--- config.mk ---
export PLATFORM = sky130hd
export DESIGN_NAME = freq_scan_ctrl
export DESIGN_NICKNAME = d
export VERILOG_FILES = /design/src/rtl/freq_scan_ctrl.sv
export SDC_FILE = /design/constraint.sdc
export NUM_CORES = 1
export LEC_CHECK = 0
export BUFFER_PORTS_ARGS = -buffer_cell sky130_fd_sc_hd__buf_2
export CAP_MARGIN = 5
export CORE_MARGIN = 2
export CORE_UTILIZATION = 45
export DETAILED_ROUTE_END_ITERATION = 10
export SLEW_MARGIN = 20
export SYNTH_ARGS = -nofsm -noshare
export SYNTH_HDL_FRONTEND = slang
export SYNTH_SLANG_ARGS = --single-unit
--- constraint.sdc ---
create_clock -name adc_clk -period 3.94 [get_ports adc_clk]
set_input_delay 0.394 -clock adc_clk [delete_from_list [all_inputs] [get_ports adc_clk]]
set_output_delay 0.394 -clock adc_clk [all_outputs]
set_load 0.02 [all_outputs]
--- src/rtl/freq_scan_ctrl.sv ---
// freq_scan_ctrl: shares one zero-crossing frequency detector across NUM_CH
// ADC channels. For each enabled channel it switches the mux, pulses the
// detector reset, waits a settle window, waits for the stability flag (or a
// timeout), then averages 2^AVG_SHIFT period readings into a readback bank.
//
// Optional build macro FREQ_SCAN_HOLD_EN: when defined, a timeout keeps the
// channel's previous period/valid and only raises its timeout flag. When
// undefined, a timeout stores period 0 with valid and timeout set.
//
// state       | meaning
// ------------+-------------------------------------------------------------
// S_IDLE      | not scanning; waits for scan_en
// S_SELECT    | search one index per cycle for the next enabled channel
// S_CLEAR     | mux switched, detector held in reset for 2 cycles
// S_SETTLE    | SETTLE_CYCLES cycles, stability flag ignored
// S_WAIT      | wait for det_stable, bounded by the timeout counter
// S_ACCUM     | sum 2^AVG_SHIFT stable samples; a drop restarts the burst
// S_STORE     | write result for the channel, advance pointer
// S_DONE      | one-cycle scan_done; rescan or go idle
module freq_scan_ctrl #(
    parameter int NUM_CH         = 4,
    parameter int DATA_WIDTH     = 12,
    parameter int SETTLE_CYCLES  = 16,
    parameter int TIMEOUT_CYCLES = 65535,
    parameter int AVG_SHIFT      = 2
) (
    input  logic                      adc_clk,
    input  logic                      rst_n,
    input  logic                      scan_en,
    input  logic [NUM_CH-1:0]         ch_mask,
    output logic [$clog2(NUM_CH)-1:0] ch_sel,
    output logic                      det_rst_n,
    input  logic [DATA_WIDTH-1:0]     det_period,
    input  logic                      det_stable,
    input  logic [$clog2(NUM_CH)-1:0] rd_ch,
    output logic [DATA_WIDTH-1:0]     rd_period,
    output logic                      rd_valid,
    output logic                      rd_timeout,
    output logic                      busy,
    output logic                      scan_done
);

    localparam int CH_W    = $clog2(NUM_CH);
    localparam int SUM_W   = DATA_WIDTH + AVG_SHIFT;
    localparam int NUM_SMP = 1 << AVG_SHIFT;
    localparam int CNT_W   = AVG_SHIFT + 1;
    localparam int TMR_W   = $clog2(SETTLE_CYCLES + 2);
    localparam int TO_W    = $clog2(TIMEOUT_CYCLES + 1);
    localparam logic [CH_W-1:0] LAST_CH = CH_W'(NUM_CH - 1);

    typedef enum logic [2:0] {
        S_IDLE,
        S_SELECT,
        S_CLEAR,
        S_SETTLE,
        S_WAIT,
        S_ACCUM,
        S_STORE,
        S_DONE
    } state_t;

    state_t                state;
    logic [NUM_CH-1:0]     mask_q;
    logic [CH_W-1:0]       ptr;
    logic                  wrap;
    logic [TMR_W-1:0]      tmr;
    logic [TO_W-1:0]       to_cnt;
    logic                  to_flag;
    logic [SUM_W-1:0]      sum;
    logic [CNT_W-1:0]      smp_cnt;
    logic [DATA_WIDTH-1:0] avg;

    logic [DATA_WIDTH-1:0] period_bank  [NUM_CH];
    logic                  valid_bank   [NUM_CH];
    logic                  timeout_bank [NUM_CH];

    assign avg = DATA_WIDTH'(sum >> AVG_SHIFT);

    // Scan sequencer, detector control outputs and result bank writes.
    always_ff @(posedge adc_clk or negedge rst_n) begin
        if (!rst_n) begin
            state     <= S_IDLE;
            mask_q    <= '0;
            ptr       <= '0;
            wrap      <= 1'b0;
            tmr       <= '0;
            to_cnt    <= '0;
            to_flag   <= 1'b0;
            sum       <= '0;
            smp_cnt   <= '0;
            ch_sel    <= '0;
            det_rst_n <= 1'b1;
            busy      <= 1'b0;
            scan_done <= 1'b0;
            for (int i = 0; i < NUM_CH; i++) begin
                period_bank[i]  <= '0;
                valid_bank[i]   <= 1'b0;
                timeout_bank[i] <= 1'b0;
            end
        end else begin
            case (state)
                S_IDLE: begin
                    if (scan_en) begin
                        mask_q <= ch_mask;
                        ptr    <= '0;
                        wrap   <= 1'b0;
                        busy   <= 1'b1;
                        state  <= S_SELECT;
                    end
                end
                S_SELECT: begin
                    if (wrap) begin
                        scan_done <= 1'b1;
                        state     <= S_DONE;
                    end else if (mask_q[ptr]) begin
                        // mux switch and detector reset take effect together
                        ch_sel    <= ptr;
                        det_rst_n <= 1'b0;
                        tmr       <= TMR_W'(1);
                        state     <= S_CLEAR;
                    end else if (ptr == LAST_CH) begin
                        scan_done <= 1'b1;
                        state     <= S_DONE;
                    end else begin
                        ptr <= ptr + CH_W'(1);
                    end
                end
                S_CLEAR: begin
                    if (tmr == '0) begin
                        det_rst_n <= 1'b1;
                        tmr       <= TMR_W'(SETTLE_CYCLES - 1);
                        state     <= S_SETTLE;
                    end else begin
                        tmr <= tmr - TMR_W'(1);
                    end
                end
                S_SETTLE: begin
                    if (tmr == '0) begin
                        // loaded once per channel; an ACCUM drop does not reload it
                        to_cnt <= TO_W'(TIMEOUT_CYCLES - 1);
                        state  <= S_WAIT;
                    end else begin
                        tmr <= tmr - TMR_W'(1);
                    end
                end
                S_WAIT: begin
                    if (det_stable) begin
                        state <= S_ACCUM;
                    end else if (to_cnt == '0) begin
                        to_flag <= 1'b1;
                        state   <= S_STORE;
                    end else begin
                        to_cnt <= to_cnt - TO_W'(1);
                    end
                end
                S_ACCUM: begin
                    if (det_stable) begin
                        sum <= sum + SUM_W'(det_period);
                        if (smp_cnt == CNT_W'(NUM_SMP - 1)) begin
                            state <= S_STORE;
                        end else begin
                            smp_cnt <= smp_cnt + CNT_W'(1);
                        end
                    end else begin
                        sum     <= '0;
                        smp_cnt <= '0;
                        state   <= S_WAIT;
                    end
                end
                S_STORE: begin
`ifdef FREQ_SCAN_HOLD_EN
                    if (to_flag) begin
                        timeout_bank[ptr] <= 1'b1;
                    end else begin
                        period_bank[ptr]  <= avg;
                        valid_bank[ptr]   <= 1'b1;
                        timeout_bank[ptr] <= 1'b0;
                    end
`else
                    period_bank[ptr]  <= to_flag ? '0 : avg;
                    valid_bank[ptr]   <= 1'b1;
                    timeout_bank[ptr] <= to_flag;
`endif
                    if (ptr == LAST_CH) begin
                        ptr  <= '0;
                        wrap <= 1'b1;
                    end else begin
                        ptr <= ptr + CH_W'(1);
                    end
                    sum     <= '0;
                    smp_cnt <= '0;
                    to_flag <= 1'b0;
                    state   <= S_SELECT;
                end
                S_DONE: begin
                    scan_done <= 1'b0;
                    if (scan_en) begin
                        mask_q <= ch_mask;
                        ptr    <= '0;
                        wrap   <= 1'b0;
                        state  <= S_SELECT;
                    end else begin
                        busy  <= 1'b0;
                        state <= S_IDLE;
                    end
                end
                default: begin
                    state <= S_IDLE;
                end
            endcase
        end
    end

    // Registered readback; indices past the last channel read as empty.
    always_ff @(posedge adc_clk or negedge rst_n) begin
        if (!rst_n) begin
            rd_period  <= '0;
            rd_valid   <= 1'b0;
            rd_timeout <= 1'b0;
        end else if (int'(rd_ch) < NUM_CH) begin
            rd_period  <= period_bank[rd_ch];
            rd_valid   <= valid_bank[rd_ch];
            rd_timeout <= timeout_bank[rd_ch];
        end else begin
            rd_period  <= '0;
            rd_valid   <= 1'b0;
            rd_timeout <= 1'b0;
        end
    end

endmodule

# [Word-level counts from Yosys, hierarchy flattened]
# Index checks and enable logic that the tools add are counted.
[op_classes] n_addsub=5 magnitude_cmp=4 n_eq_ne=29 muxes=66 n_bitwise=4 n_reduce_logical=26
[op_table] operator="48-bit bitwise mux" count=1
[op_table] operator="12-bit two-way mux" count=4
[op_table] operator="16-bit two-way mux" count=3
[op_table] operator="3-bit two-way mux" count=12
[op_table] operator="16-bit case mux with 2 select lines" count=1
[op_table] operator="14-bit case mux with 2 select lines" count=1
[op_table] operator="2-bit != test (second input constant)" count=13
[op_table] operator="12-bit binary-select mux with 2-bit select" count=1
[op_table] operator="12-bit demux with 2-bit select" count=1
[op_table] operator="3-bit case mux with 8 select lines" count=1
[op_table] operator="5-bit two-way mux" count=4
[op_table] operator="1-bit two-way mux" count=18
[op_table] operator="16-bit zero test" count=1
[op_table] operator="16-bit by 1-bit subtractor with 16-bit output (second input constant)" count=1
[op_table] operator="3-bit != test (second input constant)" count=5
[op_table] operator="5-bit case mux with 3 select lines" count=1
[op_table] operator="3-bit AND reduction" count=5
[op_table] operator="14-bit by 12-bit adder with 14-bit output" count=1
[op_table] operator="14-bit two-way mux" count=1
[op_table] operator="2-bit nonzero test" count=7
[op_table] operator="3-bit equality test (second input constant)" count=4
[op_table] operator="4-bit AND reduction" count=3
[op_table] operator="2-bit two-way mux" count=5
[op_table] operator="1-bit case mux with 2 select lines" count=5
[op_table] operator="other kinds (27)" count=35
[totals] regBits=124 in_bits=22 out_inout_bits=19 word_cells=162

# [Logic depth before layout (Yosys ltp)]
# Gate-level depths: netlist of the first run.
[depth] depth_word=6 depth_mapped=8 mapped_depth_nobuf=8

# [Least setup slack after synthesis of the first run]
# OpenSTA, ideal clock, no wires.
[synth_timing] path_kind="input to register" from="input port det_period[0]" to="register sum[10]" setup_ns=0.122 arrival_ns=1.969 required_time_ns=3.818 slack_ns=1.850 path_stages=8 path_buffers=0 path_cell_list="ha_1 > inv_1 > fa_1 > nor2b_1 > o31ai_1 > a211oi_1 > or3_1 > a32o_1"
[synth_between] elab_chain_cells=3
[synth_lines] element="start: declaration" line="33" text="input logic [DATA_WIDTH-1:0] det_period,"
[synth_lines] element="14-bit by 12-bit adder with 14-bit output" line="158" text="sum <= sum + SUM_W'(det_period);"
[synth_lines] element="14-bit two-way mux" line="157" text="if (det_stable) begin"
[synth_lines] element="14-bit case mux with 2 select lines" line="101" text="case (state)"
[synth_lines] element="end signal: assignment" line="158"
[synth_lines] element="end: declaration" line="69" text="logic [SUM_W-1:0] sum;"
# No other way between the ends.
# A chain may end at the register's enable or synchronous reset.

# [Worst setup path in the final report of the first run]
[layout_timing] from="register state[1]" to="register timeout_bank[3] in the netlist's numbering"
[layout_between] elab_chain_cells=1
[layout_lines] element="start: declaration" line="62" text="state_t state;"
[layout_lines] element="start signal: assignment" line="82" text="state <= S_IDLE;"
[layout_lines] element="start signal: assignment" line="108" text="state <= S_SELECT;"
[layout_lines] element="start signal: assignment" line="114" text="state <= S_DONE;"
[layout_lines] element="3-bit equality test" line="101"
[layout_lines] element="end signal: indexed assignment" line="182" text="timeout_bank[ptr] <= to_flag;"
[layout_lines] element="end: declaration" line="75" text="logic timeout_bank [NUM_CH];"
# No other way between the ends.

==> impl_metrics.ini, run 1 <==
[status]
status = complete, no violations

[hold_path]
hold_path_class = in2async

[setup_path]
end_kind = flip-flop
worst_setup_path_start_kind = flip-flop
worstPathCellList = nor2b_1 -> and2_1 -> nand2_1 -> mux2_2
critPathMaxStageDelay_ns = 0.80
critical_path_arrival_ns = 2.88
cp.required_ns = 4.23
crit_fanout = 26
critical_path_class = reg2reg
worst_path_max_delay_cell = dfrtp_1

[pwr]
power.switching_mw = 1.75
p_int_mw = 3.43
power_mw = 5.18
power.leakage_nw = 3.07
combPwrFrac_pct = 29.3
ir_worst_vdd_mv = 0.431
p_sw_share_pct = 33.8
p_per_area_mw_per_mm2 = 741
p_clk_share_pct = 32.9
sequentialPowerShare_pct = 37.8

[final_layout]
fillers = 1199
n_antenna_cell = 0
layout-drive-gt1-share_pct = 16.4
stdcell_area_mm2 = 0.00700
nets = 658
syn_to_final_growth_pct = 16.8

[clock_tree]
clk_latency_ns = 0.42
ctsHoldBuffers = 0
htree_levels = 4
cts_buffers = 17
clock_sinks = 124
ctsRootBufferMaster = clkbuf_16
cts_buffer_depth = 2
cts_tree = yes
cts_resized = 0
cts_setup_buffers = 0
worst_setup_hold_path_clk_slew_ns = 0.06

[detailed_routing]
vias_per_cell = 5.30
num_vias = 4258
remaining_drc_errors = 0
drt-initial-drc-count = 274
wl_per_cell_um = 15.2
detail-route-antenna-nets = 0
dr.pass1.iters = 4
routed_wl_um = 12200

[timing]
setup_viol = 0
finalCriticalPeriod_ns = 2.59
maxSlewHeadroom_pct = 42.6
rsz0062_at_grt = false
hold_violations = 0
fin_skew_ns = 0.00739
worst_pin_slew_ns = 0.859
slew_violations = 0
setup_tns_ns = 0
timing.fmax_mhz = 386
fin_crit_sh_pct = 65.7

[floorplanning]
initial_core_util_pct = 45.6
die_w_um = 119
core_area_mm2 = 0.0131
die-height_um = 119
ios = 41
dieArea_mm2 = 0.0142
rows = 42

[global_routing]
grt_pass1_wl_um = 20900
antenna_found_initial = 0
gr-usage-all-layers_pct = 18.7
grt_pass1_vias = 4138
gr-total-overflow = 0
grt_max_degree = 70

[place]
gp_congestion = 0.842
hpwl_um = 8160
io_buffers = 40
placed_area_mm2 = 0.00634

[yosys]
yosysSeqAreaShare_pct = 51.8
synth_edf_count = 0
avgSynthCellArea_um2 = 10.4
synth_top_area_share_pct = 51.4
synth_area_leaders = dfrtp_1, o21ai_0, nand2_1
synth_ff_type = dfrtp_1
yosysMostFrequentCell = dfrtp_1
yosys.cell_types.count = 53
netlist_instances = 578
ys_async_sr_fraction_pct = 100
ys_ff_latch = 124
syn-num-nets = 622
synth_commonest_cells = dfrtp_1, nand2_1, o21ai_0
synth_area_mm2 = 0.00599
yosysTopAreaCell = dfrtp_1
yosysWarningCount = 0

[flow_run]
maxCapViolCount = 0
[power by group through the flow]
stage / clock [mW] / sequential (mW) / combinational, mW
after floorplan: 0 / 1.90 / 1.16
after global placement: 0 / 1.96 / 1.49
after detailed placement: 0 / 1.98 / 1.52
after CTS: 1.73 / 1.96 / 1.53
after global routing: 1.79 / 2.02 / 1.73
final: 1.71 / 1.96 / 1.52
[layout make-up]
class                      count  area (um2)  area share, %
sequential                   124        3100           44.4
multi-input combinational    408        2710           38.7
clock buffer                  24         502           7.17
timing repair buffer          42         230           3.29
tap                          176         220           3.15
clock inverter                 8         154           2.20
inverter                      21        78.8           1.13
[path summary, 6_finish.rpt]
| kind | startpoint | to | slack, ns | cells after the start |
|---|---|---|---|---|
| setup reg to reg | state[1] | timeout_bank[3] | 1.35 | 4 |
| max in group asynchronous | rst_n | busy | 3.11 | 2 |
| min in group adc_clk | ch_mask[0] | mask_q[0] | 0.21 | 2 |
| hold reg to reg | valid_bank[0] | valid_bank[0] | 0.47 | 1 |
| setup / recovery | state[1] | timeout_bank[3] | 1.35 | 4 |
| hold / removal | rst_n | rd_period[10] | 0.03 | 1 |
[through the flow]
stage / cells / setup WS (ns) / hold WS, ns / util, %
finish: 803 / 1.35 / 0.0259 / 53.3
global route: 803 / 1.15 / 0.0846 / 53.3
CTS: 803 / 1.37 / 0.0560 / 53.3
detailed placement: 771 / 1.40 / 0.456 / 48.3
global placement: 771 / 1.49 / 0.450 / 48.3
floorplan: 578 / 1.85 / 0.0984 / -
[registers in the layout, summed over array words and instances, names as in the netlist, 2 cells and up]
signal	count
sum	14
tmr	5
smp_cnt	3
valid_bank	4
rd_period	12
timeout_bank	4
ptr	2
to_cnt	16
period_bank	48
state	3
ch_sel	2
mask_q	4
[metal layers]
layer | wire length, um | GRT usage (%)
met4 | 121 | 6.47
met1 | 6240 | 27.1
met5 | 0 | 0
met2 | 5310 | 26.8
met3 | 538 | 5.70
[worst max-delay path, delay by kind of cell, from the launching register on]
kind             cells  cell delay [ns]
AND/OR/NAND/NOR      3             1.18
flip-flops           1             0.80
multiplexers         1             0.48
[cell usage in the layout (no fill, tap or decap), types with 3 or more instances in the layout]
master     instances
a22o_1             4
nor3_1            15
dfrtp_1          123
o31ai_1            4
clkbuf_16         17
nor3b_1            3
ha_1              21
nand4_1            4
nand2_1           97
nor2_1            18
a21oi_1           19
mux4_2            15
nand2b_1          21
inv_1             21
or3_1              3
xor2_1             8
o21ai_0           85
nor4_1             7
a211oi_1           6
a21o_1             4
buf_2             39
xnor2_1           11
clkbuf_8           5
and3_1             3
mux2_2             9
nand3_1           14
nor2b_1            5
bufinv_16          4
a32o_1             3
[cells by family (layout without fill, tap and decap cells)]
logic type	count (synthesis)	count (layout)	share of synthesized area (%)
DFF	124	124	51.8
adders and majority gates	22	22	4.72
xor gates and xnor gates	19	19	2.78
buffers and inverters	46	95	2.95
AOI/OAI and AO/OA	140	140	13.5
muxes	26	26	7.67
and+or+nand+nor	201	201	16.5
Note: power is estimated with default switching activity, not from simulation.
==> run 2: changes to the inputs <==
--- a/config.mk
+++ b/config.mk
@@ -5,6 +5,7 @@
 export SDC_FILE = /design/constraint.sdc
 export NUM_CORES = 1
 export LEC_CHECK = 0
+export ABC_AREA = 1
 export BUFFER_PORTS_ARGS = -buffer_cell sky130_fd_sc_hd__buf_2
 export CAP_MARGIN = 5
 export CORE_MARGIN = 2
==> constraint.sdc (replaced) <==
create_clock -name adc_clk -period 2.38 [get_ports adc_clk]
set_input_delay 0.238 -clock adc_clk [delete_from_list [all_inputs] [get_ports adc_clk]]
set_output_delay 0.238 -clock adc_clk [all_outputs]
set_load 0.02 [all_outputs]
==> impl_metrics.ini, run 2 <==
[status]
status = complete, no violations

[setup_path]
cp.depth = 5
r2r_cells = 5
cp.required_ns = 2.67
r2r-end = to_cnt[14]
critical_path_class = reg2reg
worst_setup_path_start_kind = flip-flop
rrSetupSlack_ns = 0.54
reg2reg_from = state[2]
worstPathCellList = inv_2 -> nor2_4 -> nand2_2 -> a21oi_4 -> o21ai_0
critical_path_arrival_ns = 2.13
critPathMaxStageDelay_ns = 0.54
path_buf_inv = 1
crit_fanout = 18
critical-path-top-delay-family = compound AO/OA/AOI/OAI gates
worst_path_max_delay_cell = dfrtp_1
end_kind = flip-flop

[hold_path]
hold_end = mask_q[0]
hold_depth = 3
hold_start = ch_mask[0]
hold_path_class = in2reg

[yosys]
synth_commonest_cells = nand2_1, dfrtp_1, inv_1
synth_area_leaders = dfrtp_1, nand2_1, inv_1
synth_area_mm2 = 0.00661
avgSynthCellArea_um2 = 7.44
ys_ff_latch = 124
syn-num-nets = 932
yosysSeqAreaShare_pct = 47.0
yosysTopAreaCell = dfrtp_1
ys_async_sr_fraction_pct = 100
netlist_instances = 888
yosysWarningCount = 0
yosysMostFrequentCell = nand2_1
yosys.cell_types.count = 37
synth_top_area_share_pct = 46.6
synth_edf_count = 0
synth_ff_type = dfrtp_1

[timing]
timing.hold.ws_ns = 0.0166
setup_viol = 0
fin_skew_ns = 0.00810
setup_tns_ns = 0
timing.fmax_mhz = 543
rsz0062_at_grt = false
worst_pin_slew_ns = 0.614
maxSlewHeadroom_pct = 59.0
slew_violations = 0
timing.final.ws_setup_ns = 0.539
fin_crit_sh_pct = 77.4
hold_violations = 0
finalCriticalPeriod_ns = 1.84

[detailed_routing]
detail-route-antenna-nets = 0
remaining_drc_errors = 0
dr.pass1.iters = 5
num_vias = 5676
drt-initial-drc-count = 365
routed_wl_um = 15700
vias_per_cell = 5.00
wl_per_cell_um = 13.9

[global_routing]
gr-usage-all-layers_pct = 21.2
grt_max_degree = 56
antenna_found_initial = 0
grt_pass1_vias = 5420
grt_pass1_wl_um = 26600
gr-total-overflow = 0

[pwr]
p_per_area_mw_per_mm2 = 1270
power.leakage_nw = 4.13
ir_worst_vdd_mv = 0.862
power_mw = 9.72

[place]
io_buffers = 40
pre_cts_slack_ns = 0.512
gp_congestion = 0.867
dp_cells = 1102
placed_area_mm2 = 0.00701
hpwl_um = 10600

[final_layout]
nets = 982
layout-drive-gt1-share_pct = 12.4
final_cell_mix = nand2_1, dfrtp_1, inv_1, nor2_1, o21ai_0
layout_commonest_cell = nand2_1
reg_top3 = period_bank: 48 flops, to_cnt: 16 flops, sum: 14 flops
fillers = 1393
n_antenna_cell = 0
multiInputGateArea_mm2 = 0.00304
seq_area_mm2 = 0.00310
final_cell_count_no_fill = 1135
stdcell_area_mm2 = 0.00767
largest_reg_flops = 48
final_util_pct = 53.2
largest_register = period_bank
syn_to_final_growth_pct = 16.1

[clock_tree]
worst_setup_hold_path_clk_slew_ns = 0.06
cts_tree = yes
clk_latency_ns = 0.42
cts_buffer_depth = 2
ctsRootBufferMaster = clkbuf_16
htree_levels = 4
cts_resized = 0
clock_sinks = 124
cts_buffers = 17
cts_setup_buffers = 0

[floorplanning]
initial_core_util_pct = 45.8
core_area_mm2 = 0.0144
ios = 41
die-height_um = 125
dieArea_mm2 = 0.0157
rows = 44
die_w_um = 125

[flow_run]
maxCapViolCount = 0
[run 2: cell types whose count changed after synthesis, moves of 9 or more]
| cell | before | now |
|---|---|---|
| nand2b_1 | 21 | 0 |
| nand2_2 | 0 | 9 |
| mux4_2 | 15 | 0 |
| mux2_2 | 9 | 0 |
| inv_1 | 21 | 86 |
| o22ai_1 | 0 | 18 |
| nor3_1 | 15 | 1 |
| xnor2_1 | 11 | 0 |
| nand2_1 | 97 | 349 |
| o21ai_0 | 85 | 58 |
| clkbuf_1 | 21 | 8 |
| nand3_1 | 14 | 49 |
| nor2_1 | 18 | 85 |
[run 2: kinds of logic after synthesis]
kind of cell,count (synthesis),synth area share [%]
buf+inv,114,6.99
xor+xnor,4,0.530
simple gates,523,32.6
compound gates,101,8.58
fa+ha+maj,22,4.28
flops,124,47.0
[run 2: metal layers]
metal / global-route usage, % / share of wire [%] / wire length [um] / vias to the layer above
li1: - / - / - / 2894
met1: 28.7 / 47 / 7350 / 2617
met3: 4.84 / 4.9 / 770 / 20
met5: 0 / 0 / 0 / -
met4: 6.86 / 1.6 / 253 / 0
met2: 34.0 / 47 / 7360 / 145
[run 2: area by class of cell]
type	instances	area share (%)
clock inverter	9	2.06
sequential	124	40.5
tap	184	3.00
inverter	93	4.55
clock buffer	23	6.36
multi-input combinational	650	39.6
timing repair buffer	52	3.90
[run 2: timing repair]
item | 4_1_cts | 5_1_grt
setup endpoints to repair | 0 | 0
endpoints found under the hold margin | 51 | 0
hold buffers | 1 | 0
[run 2: worst register-to-register path: stages, from the launching register on]
cell,delay [ns]
dfrtp_1,0.54
inv_2,0.11
nor2_4,0.36
nand2_2,0.14
a21oi_4,0.43
o21ai_0,0.14
[run 2: worst max path at each step]
| stage | start | end | slack (ns) |
|---|---|---|---|
| after floorplan | sum[0] | sum[6] | 0.81 |
| after CTS | state[2] | to_cnt[7] | 0.53 |
| final | state[2] | to_cnt[14] | 0.54 |
| after global routing | state[2] | to_cnt[14] | 0.37 |
| after global placement | state[2] | to_cnt[10] | 0.58 |
| after detailed placement | state[2] | to_cnt[14] | 0.51 |
[run 2: power by group]
part | total [mW] | switching (mW) | leakage [nW] | internal, mW
clock | 2.82 | 0.957 | 0.310 | 1.87
combinational | 3.42 | 2.24 | 2.20 | 1.18
sequential | 3.48 | 0.572 | 1.62 | 2.90
